## src/rtl/sprite_obj_if.sv

```systemverilog
// Sprite-ROM read port: the sprite drives enable/address, the ROM returns {gray,alpha}
// one cycle after the enable.
interface sprite_obj_if #(
  parameter int unsigned ADDR_W = 12,
  parameter int unsigned GRAY_W = 4
);
  logic              bram_en;
  logic [ADDR_W-1:0] bram_addr;
  logic [GRAY_W:0]   bram_data;

  modport master (
    output bram_en,
    output bram_addr,
    input  bram_data
  );

  modport slave (
    input  bram_en,
    input  bram_addr,
    output bram_data
  );
endinterface

```

## src/rtl/sprite_obj.sv

```systemverilog
// Movable, screen-clamped sprite with tear-free display copy and sprite-ROM addressing.
// Optional hit blinking is compiled in with `define SPRITE_BLINK_EN.
module sprite_obj #(
  parameter int unsigned H_LEN        = 10,
  parameter int unsigned V_LEN        = 10,
  parameter int unsigned H_DISP       = 640,
  parameter int unsigned V_DISP       = 480,
  parameter int unsigned X_SIZE       = 64,
  parameter int unsigned Y_SIZE       = 64,
  parameter int unsigned ADDR_W       = 12,
  parameter int unsigned GRAY_W       = 4,
  parameter int unsigned SPEED        = 2,
  parameter int unsigned MARGIN       = 2,
  parameter int unsigned X_INIT       = 288,
  parameter int unsigned Y_INIT       = 400,
  parameter int unsigned BLINK_FRAMES = 60
) (
  input  logic                  clk_vga,
  input  logic                  rst_n,
  input  logic                  en_i,
  input  logic                  v_sync_i,
  input  logic [H_LEN-1:0]      req_x_addr_i,
  input  logic [V_LEN-1:0]      req_y_addr_i,
  input  logic                  move_en_i,
  input  logic [3:0]            dir_i,
  input  logic                  hit_i,
  sprite_obj_if.master          rom_io,
  output logic [3*GRAY_W-1:0]   vga_rgb_o,
  output logic                  vga_alpha_o,
  output logic [H_LEN-1:0]      x_pos_o,
  output logic [V_LEN-1:0]      y_pos_o,
  output logic                  moving_o,
  output logic                  blinking_o
);

  localparam int unsigned XW = H_LEN + 1;
  localparam int unsigned YW = V_LEN + 1;

  localparam logic [XW-1:0] XMin  = XW'(MARGIN);
  localparam logic [XW-1:0] XMax  = XW'(H_DISP - X_SIZE - MARGIN);
  localparam logic [XW-1:0] XStep = XW'(SPEED);
  localparam logic [XW-1:0] XSz   = XW'(X_SIZE);
  localparam logic [YW-1:0] YMin  = YW'(MARGIN);
  localparam logic [YW-1:0] YMax  = YW'(V_DISP - Y_SIZE - MARGIN);
  localparam logic [YW-1:0] YStep = YW'(SPEED);
  localparam logic [YW-1:0] YSz   = YW'(Y_SIZE);

  logic [H_LEN-1:0] x_pos_q, x_pos_d, x_disp_q;
  logic [V_LEN-1:0] y_pos_q, y_pos_d, y_disp_q;
  logic             moving_q, moving_d;
  logic             v_sync_q;
  logic             v_sync_rise;
  logic             in_area, in_area_q;
  logic             visible;
  logic             blinking;

  logic [XW-1:0] x_ext;
  logic [YW-1:0] y_ext;

  // Movement: each axis clamped independently; opposing directions cancel.
  always_comb begin
    x_ext   = {1'b0, x_pos_q};
    y_ext   = {1'b0, y_pos_q};
    x_pos_d = x_pos_q;
    y_pos_d = y_pos_q;
    if (move_en_i && en_i) begin
      case (dir_i[1:0])
        2'b10:   x_pos_d = (x_ext < XMin + XStep) ? H_LEN'(XMin) : H_LEN'(x_ext - XStep);
        2'b01:   x_pos_d = (x_ext + XStep > XMax) ? H_LEN'(XMax) : H_LEN'(x_ext + XStep);
        default: x_pos_d = x_pos_q;
      endcase
      case (dir_i[3:2])
        2'b10:   y_pos_d = (y_ext < YMin + YStep) ? V_LEN'(YMin) : V_LEN'(y_ext - YStep);
        2'b01:   y_pos_d = (y_ext + YStep > YMax) ? V_LEN'(YMax) : V_LEN'(y_ext + YStep);
        default: y_pos_d = y_pos_q;
      endcase
    end
    moving_d = move_en_i && en_i && ((x_pos_d != x_pos_q) || (y_pos_d != y_pos_q));
  end

  assign v_sync_rise = v_sync_i & ~v_sync_q;

  always_ff @(posedge clk_vga or negedge rst_n) begin
    if (!rst_n) begin
      x_pos_q  <= H_LEN'(X_INIT);
      y_pos_q  <= V_LEN'(Y_INIT);
      x_disp_q <= H_LEN'(X_INIT);
      y_disp_q <= V_LEN'(Y_INIT);
      moving_q <= 1'b0;
      v_sync_q <= 1'b0;
    end else begin
      x_pos_q  <= x_pos_d;
      y_pos_q  <= y_pos_d;
      moving_q <= moving_d;
      v_sync_q <= v_sync_i;
      // Display copy only changes at frame start so a sprite never tears mid-frame.
      if (v_sync_rise) begin
        x_disp_q <= x_pos_q;
        y_disp_q <= y_pos_q;
      end
    end
  end

`ifdef SPRITE_BLINK_EN
  logic [7:0] blink_cnt_q, blink_cnt_d;

  always_comb begin
    blink_cnt_d = blink_cnt_q;
    if (hit_i) begin
      blink_cnt_d = 8'(BLINK_FRAMES);
    end else if (v_sync_rise && (blink_cnt_q != 8'd0)) begin
      blink_cnt_d = blink_cnt_q - 8'd1;
    end
  end

  always_ff @(posedge clk_vga or negedge rst_n) begin
    if (!rst_n) begin
      blink_cnt_q <= 8'd0;
    end else begin
      blink_cnt_q <= blink_cnt_d;
    end
  end

  assign blinking = (blink_cnt_q != 8'd0);
  // Counter bit 2 toggles every 4 frames: 4 shown, 4 hidden.
  assign visible  = !(blinking && blink_cnt_q[2]);
`else
  logic [8:0] unused_blink;

  assign unused_blink = {hit_i, 8'(BLINK_FRAMES)};
  assign blinking     = 1'b0;
  assign visible      = 1'b1;
`endif

  logic [XW-1:0]    req_x_ext, x_disp_ext;
  logic [YW-1:0]    req_y_ext, y_disp_ext;
  logic             in_x, in_y;
  logic [H_LEN-1:0] dx;
  logic [V_LEN-1:0] dy;

  always_comb begin
    req_x_ext  = {1'b0, req_x_addr_i};
    req_y_ext  = {1'b0, req_y_addr_i};
    x_disp_ext = {1'b0, x_disp_q};
    y_disp_ext = {1'b0, y_disp_q};
    in_x       = (req_x_ext >= x_disp_ext) && (req_x_ext < x_disp_ext + XSz);
    in_y       = (req_y_ext >= y_disp_ext) && (req_y_ext < y_disp_ext + YSz);
    // Gated by rst_n so the ROM is never enabled while the block is held in reset.
    in_area    = rst_n && en_i && visible && in_x && in_y;
    dx         = req_x_addr_i - x_disp_q;
    dy         = req_y_addr_i - y_disp_q;
  end

  assign rom_io.bram_en   = in_area;
  assign rom_io.bram_addr = in_area ? ADDR_W'(ADDR_W'(dy) * ADDR_W'(X_SIZE) + ADDR_W'(dx))
                                    : '0;

  always_ff @(posedge clk_vga or negedge rst_n) begin
    if (!rst_n) begin
      in_area_q <= 1'b0;
    end else begin
      in_area_q <= in_area;
    end
  end

  // ROM data arrives one cycle after the enable, aligned with in_area_q.
  assign vga_rgb_o   = in_area_q ? {3{rom_io.bram_data[GRAY_W:1]}} : '0;
  assign vga_alpha_o = in_area_q ? rom_io.bram_data[0] : 1'b1;

  assign x_pos_o    = x_pos_q;
  assign y_pos_o    = y_pos_q;
  assign moving_o   = moving_q;
  assign blinking_o = blinking;

endmodule

```

## src/flat_wrapper.sv

```systemverilog
// flat-port wrapper written by rule: the top's interface ports become plain ports
module sprite_obj_flat 
#(
  parameter int unsigned H_LEN        = 10,
  parameter int unsigned V_LEN        = 10,
  parameter int unsigned H_DISP       = 640,
  parameter int unsigned V_DISP       = 480,
  parameter int unsigned X_SIZE       = 64,
  parameter int unsigned Y_SIZE       = 64,
  parameter int unsigned ADDR_W       = 12,
  parameter int unsigned GRAY_W       = 4,
  parameter int unsigned SPEED        = 2,
  parameter int unsigned MARGIN       = 2,
  parameter int unsigned X_INIT       = 288,
  parameter int unsigned Y_INIT       = 400,
  parameter int unsigned BLINK_FRAMES = 60
)
  (clk_vga, rst_n, en_i, v_sync_i, req_x_addr_i, req_y_addr_i, move_en_i, dir_i, hit_i, vga_rgb_o, vga_alpha_o, x_pos_o, y_pos_o, moving_o, blinking_o, rom_io_bram_en, rom_io_bram_addr, rom_io_bram_data);
  sprite_obj_if #(.ADDR_W(ADDR_W), .GRAY_W(GRAY_W)) rom_io_i ();
  input  logic clk_vga;
  input  logic rst_n;
  input  logic en_i;
  input  logic v_sync_i;
  input  logic [H_LEN-1:0] req_x_addr_i;
  input  logic [V_LEN-1:0] req_y_addr_i;
  input  logic move_en_i;
  input  logic [3:0] dir_i;
  input  logic hit_i;
  output logic [3*GRAY_W-1:0] vga_rgb_o;
  output logic vga_alpha_o;
  output logic [H_LEN-1:0] x_pos_o;
  output logic [V_LEN-1:0] y_pos_o;
  output logic moving_o;
  output logic blinking_o;
  output wire logic [$bits(rom_io_i.bram_en)-1:0] rom_io_bram_en;
  output wire logic [$bits(rom_io_i.bram_addr)-1:0] rom_io_bram_addr;
  input wire logic [$bits(rom_io_i.bram_data)-1:0] rom_io_bram_data;
  assign rom_io_bram_en = rom_io_i.bram_en;
  assign rom_io_bram_addr = rom_io_i.bram_addr;
  assign rom_io_i.bram_data = rom_io_bram_data;
  sprite_obj #(.H_LEN(H_LEN), .V_LEN(V_LEN), .H_DISP(H_DISP), .V_DISP(V_DISP), .X_SIZE(X_SIZE), .Y_SIZE(Y_SIZE), .ADDR_W(ADDR_W), .GRAY_W(GRAY_W), .SPEED(SPEED), .MARGIN(MARGIN), .X_INIT(X_INIT), .Y_INIT(Y_INIT), .BLINK_FRAMES(BLINK_FRAMES)) u_core (.clk_vga(clk_vga), .rst_n(rst_n), .en_i(en_i), .v_sync_i(v_sync_i), .req_x_addr_i(req_x_addr_i), .req_y_addr_i(req_y_addr_i), .move_en_i(move_en_i), .dir_i(dir_i), .hit_i(hit_i), .rom_io(rom_io_i), .vga_rgb_o(vga_rgb_o), .vga_alpha_o(vga_alpha_o), .x_pos_o(x_pos_o), .y_pos_o(y_pos_o), .moving_o(moving_o), .blinking_o(blinking_o));
endmodule
```

## config.mk

```make
export PLATFORM = sky130hd
export DESIGN_NAME = sprite_obj_flat
export DESIGN_NICKNAME = d
export VERILOG_FILES = /design/src/rtl/sprite_obj_if.sv /design/src/rtl/sprite_obj.sv /design/src/flat_wrapper.sv
export SDC_FILE = /design/constraint.sdc
export NUM_CORES = 1
export LEC_CHECK = 0
export ABC_AREA = 1
export CORE_UTILIZATION = 50
export DETAILED_ROUTE_END_ITERATION = 8
export GPL_TIMING_DRIVEN = 0
export PLACE_DENSITY_LB_ADDON = 0.08
export SLEW_MARGIN = 20
export SYNTH_ARGS = -nofsm -noshare
export SYNTH_HDL_FRONTEND = slang
export SYNTH_SLANG_ARGS = --single-unit
```

## constraint.sdc

```tcl
create_clock -name clk_vga -period 10.23 [get_ports clk_vga]
set_input_delay 2.046 -clock clk_vga [delete_from_list [all_inputs] [get_ports clk_vga]]
set_output_delay 2.046 -clock clk_vga [all_outputs]
set_load 0.01 [all_outputs]
```

==> flow_summary.json <==
{
  "drv_cap": 0,
  "crit_start": "req_x_addr_i[0]",
  "grt_busiest_layer": "met2",
  "grtUsageMet3_pct": 2.88,
  "grt_max_degree": 29,
  "gr-usage-all-layers_pct": 25.9,
  "avgSynthCellArea_um2": 6.53,
  "core_um2": 8810,
  "dpl_worst_slack_ps": 2300,
  "violations": "design-rule violations",
  "tns_ps": 0,
  "first_pass_iters": 7,
  "ys_ff_latch": 43,
  "initial_core_util_pct": 51.9,
  "rows": 34,
  "worstHoldStart": "u_core.y_disp_q[2]$_DFFE_PN0P_",
  "yosys_warnings": 0,
  "io_pins": 83,
  "insertion_delay_ps": 310,
  "viasPerCell": 5.36,
  "synth_largest_area_cell": "dfrtp_1",
  "fin_ws_ps": 2310,
  "rrSetupSlack_ps": 7530,
  "htreeDepth": 2,
  "drt_iter0_drc": 253,
  "worstHoldEndpoint": "u_core.y_disp_q[2]$_DFFE_PN0P_",
  "critical_path_required_ps": 8180,
  "use_met1_pct": 35.2,
  "design_area_um2": 5640,
  "slowest_delay_ps": 560,
  "worstSetupEndpointType": "output port",
  "tightest_slew_ps": 853,
  "n_antenna_cell": 0,
  "hold_depth": 2,
  "min_period_over_period_pct": 77.4,
  "worst-path-buf-inv": 6,
  "dp_hpwl_um": 9740,
  "cts-resized-gates": 0,
  "syn_nets": 782,
  "synth_top_cells_by_area": "dfrtp_1, nand2_1, ha_1, inv_1, nand3_1",
  "critPathMostFrequentCell": "inv_1",
  "hold_viol": 0,
  "cts_tree": "built",
  "place.gp.congestion": 0.926,
  "cp.arrival_ps": 5870,
  "grt_pass1_vias": 4432,
  "die_w_um": 97.7,
  "postSynthCellCount": 700,
  "cts_hold_buf": 0,
  "die_h_um": 97.7,
  "critPathSlowestCell": "clkdlybuf4s50_1",
  "netlist_area_um2": 4570,
  "reg2reg_to": "u_core.in_area_q$_DFF_PN0_",
  "setup_viol": 0,
  "synth.distinct_cells": 39,
  "post_cts_buffers": 0,
  "grt_pass1_wl_um": 20200,
  "status": "finished with violations",
  "clock_path_buffers": 2,
  "start_kind": "input port",
  "synthToLayoutAreaGrowth_pct": 23.4,
  "overflow": 0,
  "cts_root_buf": "clkbuf_8",
  "vias": 4811,
  "grt_use_met2_pct": 43.2,
  "period_minus_slack_ps": 7920,
  "hp-class": "register to register",
  "antenna_found_initial": 0,
  "p_per_area_nw_per_um2": 177,
  "drt_wl_total_um": 12100,
  "cp_max_fo": 4,
  "r2r_cells": 7,
  "criticalPathCategory": "input port to output port",
  "synth.top_cell.area_share_pct": 18.1,
  "final_core_util_pct": 64.1,
  "clk_pin_slew_ps": 80,
  "clock_sinks": 43,
  "die_area_um2": 9540,
  "finalMaxSlewViolations": 0,
  "ant_nets": 0,
  "wl_per_cell_um": 13.5,
  "rsz0062_at_grt": "no",
  "skew_ps": 11.6,
  "peakVddDrop_mv": 0.106,
  "drc": 22,
  "path_cells": "clkdlybuf4s50_1 > inv_1 > ha_1 > inv_1 > fa_1 > a31oi_1 > nor2_1 > nor3_1 > xor2_1 > inv_1 > ha_1 > a21oi_1 > inv_1 > a31oi_1 > or2_2 > nand2_1 > nand2_1 > xor2_1 > nor3_1 > clkdlybuf4s50_1",
  "post_dp_cell_area_um2": 5530,
  "crit_family": "buffers and inverters",
  "synth-seq-area-share_pct": 23.8,
  "portBuffers": 80,
  "cts_buffers": 5,
  "relSlewSlack_pct": 42.4,
  "r2r_start": "u_core.y_disp_q[8]$_DFFE_PN1P_",
  "max_freq_ghz": 0.126,
  "power.static_leakage_nw": 2.80,
  "layout-drive-gt1-share_pct": 6.34,
  "nNetsFinal": 870
}
[cells by family after synthesis]
logic type                 synth area share, %
xor gates and xnor gates                  4.40
and+or+nand+nor                           33.5
AOI/OAI and AO/OA                         12.8
buffers and inverters                     12.0
other                                   0.0820
DFF                                       23.8
adders and majority gates                 13.3
[synthesized netlist by cell type]
library cell / n
nand2_1: 181
inv_1: 105
nand3_1: 71
nor2_1: 58
ha_1: 44
o21ai_0: 40
dfrtp_1: 33
a21oi_1: 30
xor2_1: 18
nor3_1: 15
a22oi_1: 13
clkbuf_1: 11
buf_4: 10
dfstp_2: 10
nand4_1: 10
buf_2: 5
xnor2_1: 5
a31oi_1: 4
o21a_1: 4
fa_1: 3
nand2_2: 3
nor2_4: 3
nor3b_1: 3
a221oi_1: 2
clkinv_1: 2
inv_2: 2
nor2_2: 2
o21bai_1: 2
a211oi_1: 1
conb_1: 1
nand3_2: 1
nand4_2: 1
nor2_8: 1
nor4_1: 1
o2111ai_1: 1
o211ai_1: 1
o21bai_4: 1
o311ai_0: 1
or2_2: 1
[power by group]
group	internal [W]	leakage [nW]	total [W]	switching, W
Combinational	0.000240	2.24	0.000590	0.000350
Sequential	0.000215	0.501	0.000267	0.0000518
Clock	0.0000791	0.0612	0.000143	0.0000637
[worst reg2reg max path, stage by stage, from the launching register on]
cell	delay, ps
dfstp_2	590
nand3_1	100
xor2_1	160
ha_1	300
nand4_1	130
o311ai_0	770
clkbuf_1	390
nor2_1	130
[worst max path at each step]
stage / to / slack [ps] / depth (start not counted)
after floorplan: rom_io_bram_addr[11] / 3460 / 18
after global placement: rom_io_bram_addr[11] / 2360 / 20
after detailed placement: rom_io_bram_addr[11] / 2300 / 20
after CTS: rom_io_bram_addr[11] / 2300 / 20
after global routing: rom_io_bram_addr[11] / 2050 / 22
final: rom_io_bram_addr[11] / 2310 / 20
[registers in the layout (all words and copies together), names as in the netlist]
| register | count |
|---|---|
| u_core.in_area_q | 1 |
| u_core.moving_o | 1 |
| u_core.v_sync_q | 1 |
| u_core.x_disp_q | 10 |
| u_core.x_pos_o | 10 |
| u_core.y_disp_q | 10 |
| u_core.y_pos_o | 10 |
[cells in the final DEF, fill, tap and decap left out, types with 4 or more instances in the layout]
master / n
a21oi_1: 30
a22oi_1: 13
a31oi_1: 4
buf_2: 6
buf_4: 10
clkbuf_1: 11
clkbuf_8: 6
clkdlybuf4s50_1: 79
dfrtp_1: 33
dfstp_2: 10
ha_1: 44
inv_1: 105
nand2_1: 181
nand3_1: 71
nand4_1: 10
nor2_1: 58
nor3_1: 15
o21a_1: 4
o21ai_0: 40
xnor2_1: 5
xor2_1: 18
[through the flow]
step                total power (W)  hold slack, ps  instances
floorplan                  0.000671             453        700
global placement           0.000834             466        888
detailed placement         0.000855             474        889
CTS                         0.00100             494        897
global route                0.00109             529        897
finish                     0.000999             488        897
[layer usage]
layer | vias up | part of all wire [%]
met5 | - | 0
met4 | 0 | 2.3
met3 | 28 | 6.1
met2 | 169 | 45
met1 | 2174 | 47
li1 | 2440 | -
[layout make-up]
| class | count | area, µm² |
|---|---|---|
| Clock buffer | 6 | 82.6 |
| Multi-Input combinational cell | 522 | 2940 |
| Sequential cell | 43 | 1090 |
| Inverter | 109 | 409 |
| Buffer | 26 | 141 |
| Fill cell | 847 | 3160 |
| Clock inverter | 2 | 35.0 |
| Timing Repair Buffer | 81 | 816 |
| Tap cell | 108 | 135 |
Note: power is estimated with default switching activity, not from simulation.
==> RTL edit 1, RTL diff (config.mk and constraints unchanged) <==
`GRAY_W` is set to 4 in 3 places; all go to 6.
--- a/src/rtl/sprite_obj_if.sv
+++ b/src/rtl/sprite_obj_if.sv
@@ -2,7 +2,7 @@
 // one cycle after the enable.
 interface sprite_obj_if #(
   parameter int unsigned ADDR_W = 12,
-  parameter int unsigned GRAY_W = 4
+  parameter int unsigned GRAY_W = 6
 );
   logic              bram_en;
   logic [ADDR_W-1:0] bram_addr;
--- a/src/rtl/sprite_obj.sv
+++ b/src/rtl/sprite_obj.sv
@@ -8,7 +8,7 @@
   parameter int unsigned X_SIZE       = 64,
   parameter int unsigned Y_SIZE       = 64,
   parameter int unsigned ADDR_W       = 12,
-  parameter int unsigned GRAY_W       = 4,
+  parameter int unsigned GRAY_W       = 6,
   parameter int unsigned SPEED        = 2,
   parameter int unsigned MARGIN       = 2,
   parameter int unsigned X_INIT       = 288,
--- a/src/flat_wrapper.sv
+++ b/src/flat_wrapper.sv
@@ -8,7 +8,7 @@
   parameter int unsigned X_SIZE       = 64,
   parameter int unsigned Y_SIZE       = 64,
   parameter int unsigned ADDR_W       = 12,
-  parameter int unsigned GRAY_W       = 4,
+  parameter int unsigned GRAY_W       = 6,
   parameter int unsigned SPEED        = 2,
   parameter int unsigned MARGIN       = 2,
   parameter int unsigned X_INIT       = 288,
Interface: changed (resized rom_io_bram_data and vga_rgb_o); port bits go from 83 to 91. The function was not compared with the original's and may differ.
==> RTL edit 1 against the unedited design <==
- worst setup slack improved by 0.85 ps
- non-clock buffer count is 12 higher
- critical path depth grew 2
- sequential cell count is the same
- combinational power up 3.7%
- wire length up 4.8%
- first-iteration DRC count is 2.4% higher
- clock skew is 0.65 ps higher
- area after synthesis is 2.1% higher
- synthesized cell count grew 2.6%
- count of clock-buffer cells in the layout shrank 1
- total power up 1.3%
- cell area increased by 3.0%
==> RTL edit 1: results (changes against the unedited design) <==
The run finished with clean final reports. For the count of cell types in the netlist, the log shows 40 (+2.6%). The slack of the worst reg-to-reg path was 7530 ps (about the same); the average detailed-routed wire length per instance was 13.8 µm (+1.9%). The starting DRC count in detailed routing was 259 (+2.4%). The total routing resource utilization after global routing is 0.268 (+0.00944), and the cell leakage power is 2.96 nW (+5.8%). Total detailed-routing wirelength: 12700 µm (+4.8%). The tools report the area of placed instances as 5700 µm² (+3.2%).

The run gives 21300 µm (+5.3%) as the global-route wire length before repair. The endpoint identified for the worst register-to-register timing path is u_core.moving_o. The count of port buffers added during placement is 88 (+10%), and the number of nets produced by synthesis is 802 (+2.6%). Net count reported at finish: 898 (+3.2%). The tools report the via count of the first global-routing pass as 4614 (+4.1%). The detailed-routing iteration count for the pre-antenna-repair pass is 5 (-2). Clock root buffer: sky130_fd_sc_hd__clkbuf_8.

The most critical setup path has its startpoint at req_x_addr_i[2]. The detail-routed via count per cell works out to 5.43 (+1.2%). The commonest cells after synthesis are sky130_fd_sc_hd__nand2_1, sky130_fd_sc_hd__inv_1, sky130_fd_sc_hd__nand3_1, sky130_fd_sc_hd__nor2_1, sky130_fd_sc_hd__ha_1. Clock tree skew after final layout: 12.3 ps (+0.653 ps). The pin count of the biggest net entering global routing is 35 (+21%).

The number of cells after detailed placement is 915 (+2.9%), and the relative slew slack is 0.426 (+0.00204). Proportion of synthesized chip area in sequential cells: 0.233 (-0.00491). The highest ir drop seen on vdd came out at 0.0000945 V (-11%).

The mean instance size in the synthesized netlist came out at 6.51 µm² (-0.45%). After synthesis, the cell types taking the most area are sky130_fd_sc_hd__dfrtp_1, sky130_fd_sc_hd__nand2_1, sky130_fd_sc_hd__ha_1. The count of yosys warnings during synthesis is 0 (unchanged). The final weighted congestion of routability-driven global placement came out at 0.946 (+2.2%). The worst register-to-register path begins at u_core.y_pos_o[1]. The final HPWL from detailed placement was 10100 µm (+3.6%); the maximum clock frequency was 126 MHz (about the same). The layout cell share with drive strength beyond 1 came out at 0.0748 (+0.0115).
RTL edit 1: cell types whose count changed in the layout (fill, tap and decap cells not counted), moves of 3 or more:
| cell | change |
|---|---|
| sky130_fd_sc_hd__o31ai_1 | +3 |
| sky130_fd_sc_hd__buf_4 | +6 |
| sky130_fd_sc_hd__a21oi_1 | +3 |
| sky130_fd_sc_hd__clkdlybuf4s50_1 | +8 |
| sky130_fd_sc_hd__nand3_1 | -9 |
| sky130_fd_sc_hd__nand2_1 | +12 |
| sky130_fd_sc_hd__inv_1 | +7 |
| sky130_fd_sc_hd__nor2_1 | -5 |
RTL edit 1: area by class of cell:
cell class              instances  area, µm²
inverters                     118        443
clock buffers                   5       68.8
flip-flops and latches         43       1090
well taps                     108        135
plain buffers                  30        178
fillers                       838       3080
repair buffers                 89        896
clock inverters                 3       43.8
multi-input cells             527       2960
RTL edit 1: logic make-up after synthesis:
| logic type | Yosys count | synth area share |
|---|---|---|
| adders and majority gates | 47 | 0.131 |
| other | 1 | 0.000803 |
| xor gates and xnor gates | 23 | 0.0431 |
| and+or+nand+nor | 352 | 0.329 |
| AOI/OAI and AO/OA | 104 | 0.131 |
| DFF | 43 | 0.233 |
| buffers and inverters | 148 | 0.133 |
RTL edit 1: report_power, final:
group	leakage, nW	total [W]	internal (W)	switching, W
clock	0.0581	0.000140	0.0000728	0.0000672
sequential	0.504	0.000260	0.000215	0.0000454
combinational	2.40	0.000612	0.000247	0.000365
RTL edit 1: per-stage QoR:
step | worst slack [ps] | total power, W | hold WS [ps] | utilization
2_1_floorplan | 3510 | 0.000683 | 453 | -
3_3_place_gp | 2470 | 0.000844 | 467 | 0.640
3_5_place_dp | 2350 | 0.000865 | 479 | 0.641
4_1_cts | 2350 | 0.00101 | 496 | 0.654
5_1_grt | 2040 | 0.00110 | 517 | 0.654
6_report | 2310 | 0.00101 | 491 | 0.654
RTL edit 1: critical path: cells and delay by family:
family	cells	cell delay, ps
adders and majority gates	2	640
AOI/OAI and AO/OA	4	720
and+or+nand+nor	11	1170
buffers and inverters	3	1010
xor gates and xnor gates	2	270
RTL edit 1: worst min-delay path by stage:
stage,startpoint,endpoint,cells past startpoint
finish,u_core.y_disp_q[4],u_core.y_disp_q[4],2
global route,u_core.x_disp_q[3],u_core.x_disp_q[3],2
CTS,u_core.y_disp_q[4],u_core.y_disp_q[4],2
global placement,u_core.y_disp_q[3],u_core.y_disp_q[3],2
detailed placement,u_core.x_disp_q[3],u_core.x_disp_q[3],2
floorplan,u_core.x_disp_q[1],u_core.x_disp_q[1],2
RTL edit 1: per-layer routing:
layer / vias up / routed length, µm / GRT usage
met4: 0 / 339 / 0.0941
li1: 2494 / - / -
met5: - / 0 / 0
met1: 2247 / 5580 / 0.360
met2: 231 / 5740 / 0.452
met3: 36 / 1030 / 0.0270
==> RTL edit 2, RTL diff (same settings) <==
Without the edit above. Remove the register `moving_q`: a continuous assignment takes its place, so the output `moving_o` follows one clock earlier.
--- a/src/rtl/sprite_obj.sv
+++ b/src/rtl/sprite_obj.sv
@@ -86,12 +86,10 @@
       y_pos_q  <= V_LEN'(Y_INIT);
       x_disp_q <= H_LEN'(X_INIT);
       y_disp_q <= V_LEN'(Y_INIT);
-      moving_q <= 1'b0;
       v_sync_q <= 1'b0;
     end else begin
       x_pos_q  <= x_pos_d;
       y_pos_q  <= y_pos_d;
-      moving_q <= moving_d;
       v_sync_q <= v_sync_i;
       // Display copy only changes at frame start so a sprite never tears mid-frame.
       if (v_sync_rise) begin
@@ -100,6 +98,8 @@
       end
     end
   end
+
+  assign moving_q = moving_d;
 
 `ifdef SPRITE_BLINK_EN
   logic [7:0] blink_cnt_q, blink_cnt_d;
Formal check against the unedited RTL: not equivalent (Yosys sat finds a counterexample within 4 cycles, from zero or initial values and one cycle with rst_n low).
==> RTL edit 2 against the unedited design <==
- area after synthesis is 0.55% lower
- clock power is 5% lower
- sequential cell count is 1 lower
- wire length is 2.6% lower
- largest power group unchanged
- total power is 1.7% lower
- register-to-register slack worse by 80 ps
- die area is 0.54% lower
- worst setup slack better by 51 ps
- count of clock-buffer cells in the layout stayed put
- largest cell class unchanged
- synthesized cell count is 0.14% lower
- via count is 1.5% lower
- critical path type unchanged
- clock skew is 0.69 ps lower
- cell area is 0.58% lower
==> RTL edit 2: results (changes against the unedited design) <==
The detail-routed via count per cell works out to 5.29 (-1.4%). On the critical path the largest part of the delay comes from simple AND/OR/NAND/NOR gates. The routed length on met3 was 656 µm (-12%); the starting DRC count in detailed routing was 198 (-22%).

The switching fraction of total power was 0.467 (+0.00114). The peak fanout along the critical path came out at 5 (+1). The logs give 869 (-0.11%) for the net count reported at finish and 2.78 nW (-0.68%) for the cell leakage power. The area of placed instances was 5500 µm² (-0.45%); the met2 global-route usage was 0.410 (-0.0216). For the number of fill cells, the log shows 842 (-0.59%).

The final weighted congestion of routability-driven global placement was 0.971 (+4.8%). The non-clock buffer area fraction after layout is 0.171 (+0.000984). For the total detailed-routing wirelength, the log shows 11800 µm (-2.6%).

The tools report the worst path setup slack after routing as 2360 ps (+50.6 ps). Tracing the worst setup path back leads to its startpoint at req_x_addr_i[2]. The detailed-routing iteration count for the pre-antenna-repair pass came out at 5 (-2).

The total routing resource utilization after global routing is 0.250 (-0.00935). The sequential power is 0.000261 W (-2%), and the clock group power is 0.000136 W (-5%). Compound-gate portion of the synthesized area: 0.129 (+0.000706). The tools report the routed metal-1 wirelength as 5690 µm (+0.80%). The adder-cell share of the synthesized area was 0.134 (+0.000734). The post-layout instance count excluding filler cells came out at 896 (-0.11%). The number of nets produced by synthesis is 781 (-0.13%), and the number of cells after detailed placement is 888 (-0.11%). The clock tree skew after final layout was 10.9 ps (-0.693 ps). The area of all placed cells without fillers is 5610 µm² (-0.58%), and the worst setup slack before clock tree synthesis is 2330 ps (+25.9 ps). The logs give 5360 µm (-1.7%) for the length of routed met2 wiring and 0.0000862 V (-18%) for the highest ir drop seen on vdd. For the global routing usage on met1, the log shows 0.356 (+0.00368).

The final HPWL from detailed placement is 9450 µm (-3.0%). For the TritonCTS sink count, the log shows 42 (-2.3%). The layout cell share with drive strength beyond 1 is 0.0622 (-0.00119).

The flow ran to the end, and the final reports show no timing, DRC or antenna violations. The slack of the worst reg-to-reg path was 7450 ps (-80 ps); the sequential cell area share was 0.190 (-0.00334).
## RTL edit 2: cell types whose count changed in the layout (fill, tap and decap cells not counted)
cell / delta
sky130_fd_sc_hd__clkbuf_8: -1
sky130_fd_sc_hd__clkinvlp_4: +1
sky130_fd_sc_hd__clkbuf_1: +1
sky130_fd_sc_hd__clkinv_2: -1
sky130_fd_sc_hd__dfrtp_1: -1
## RTL edit 2: how the worst min path moves through the flow
stage	slack (ps)	to	cells past startpoint
after floorplan	450	u_core.x_disp_q[1]	2
after global placement	470	u_core.y_disp_q[3]	2
after detailed placement	470	u_core.y_disp_q[3]	2
after CTS	500	u_core.y_disp_q[3]	2
after global routing	510	u_core.y_disp_q[5]	2
final	490	u_core.y_disp_q[2]	2
## RTL edit 2: worst min-delay path, delay by kind of cell (launching register included)
family / cells / cell delay [ps]
compound gates: 1 / 50
flops: 1 / 350
simple gates: 1 / 50
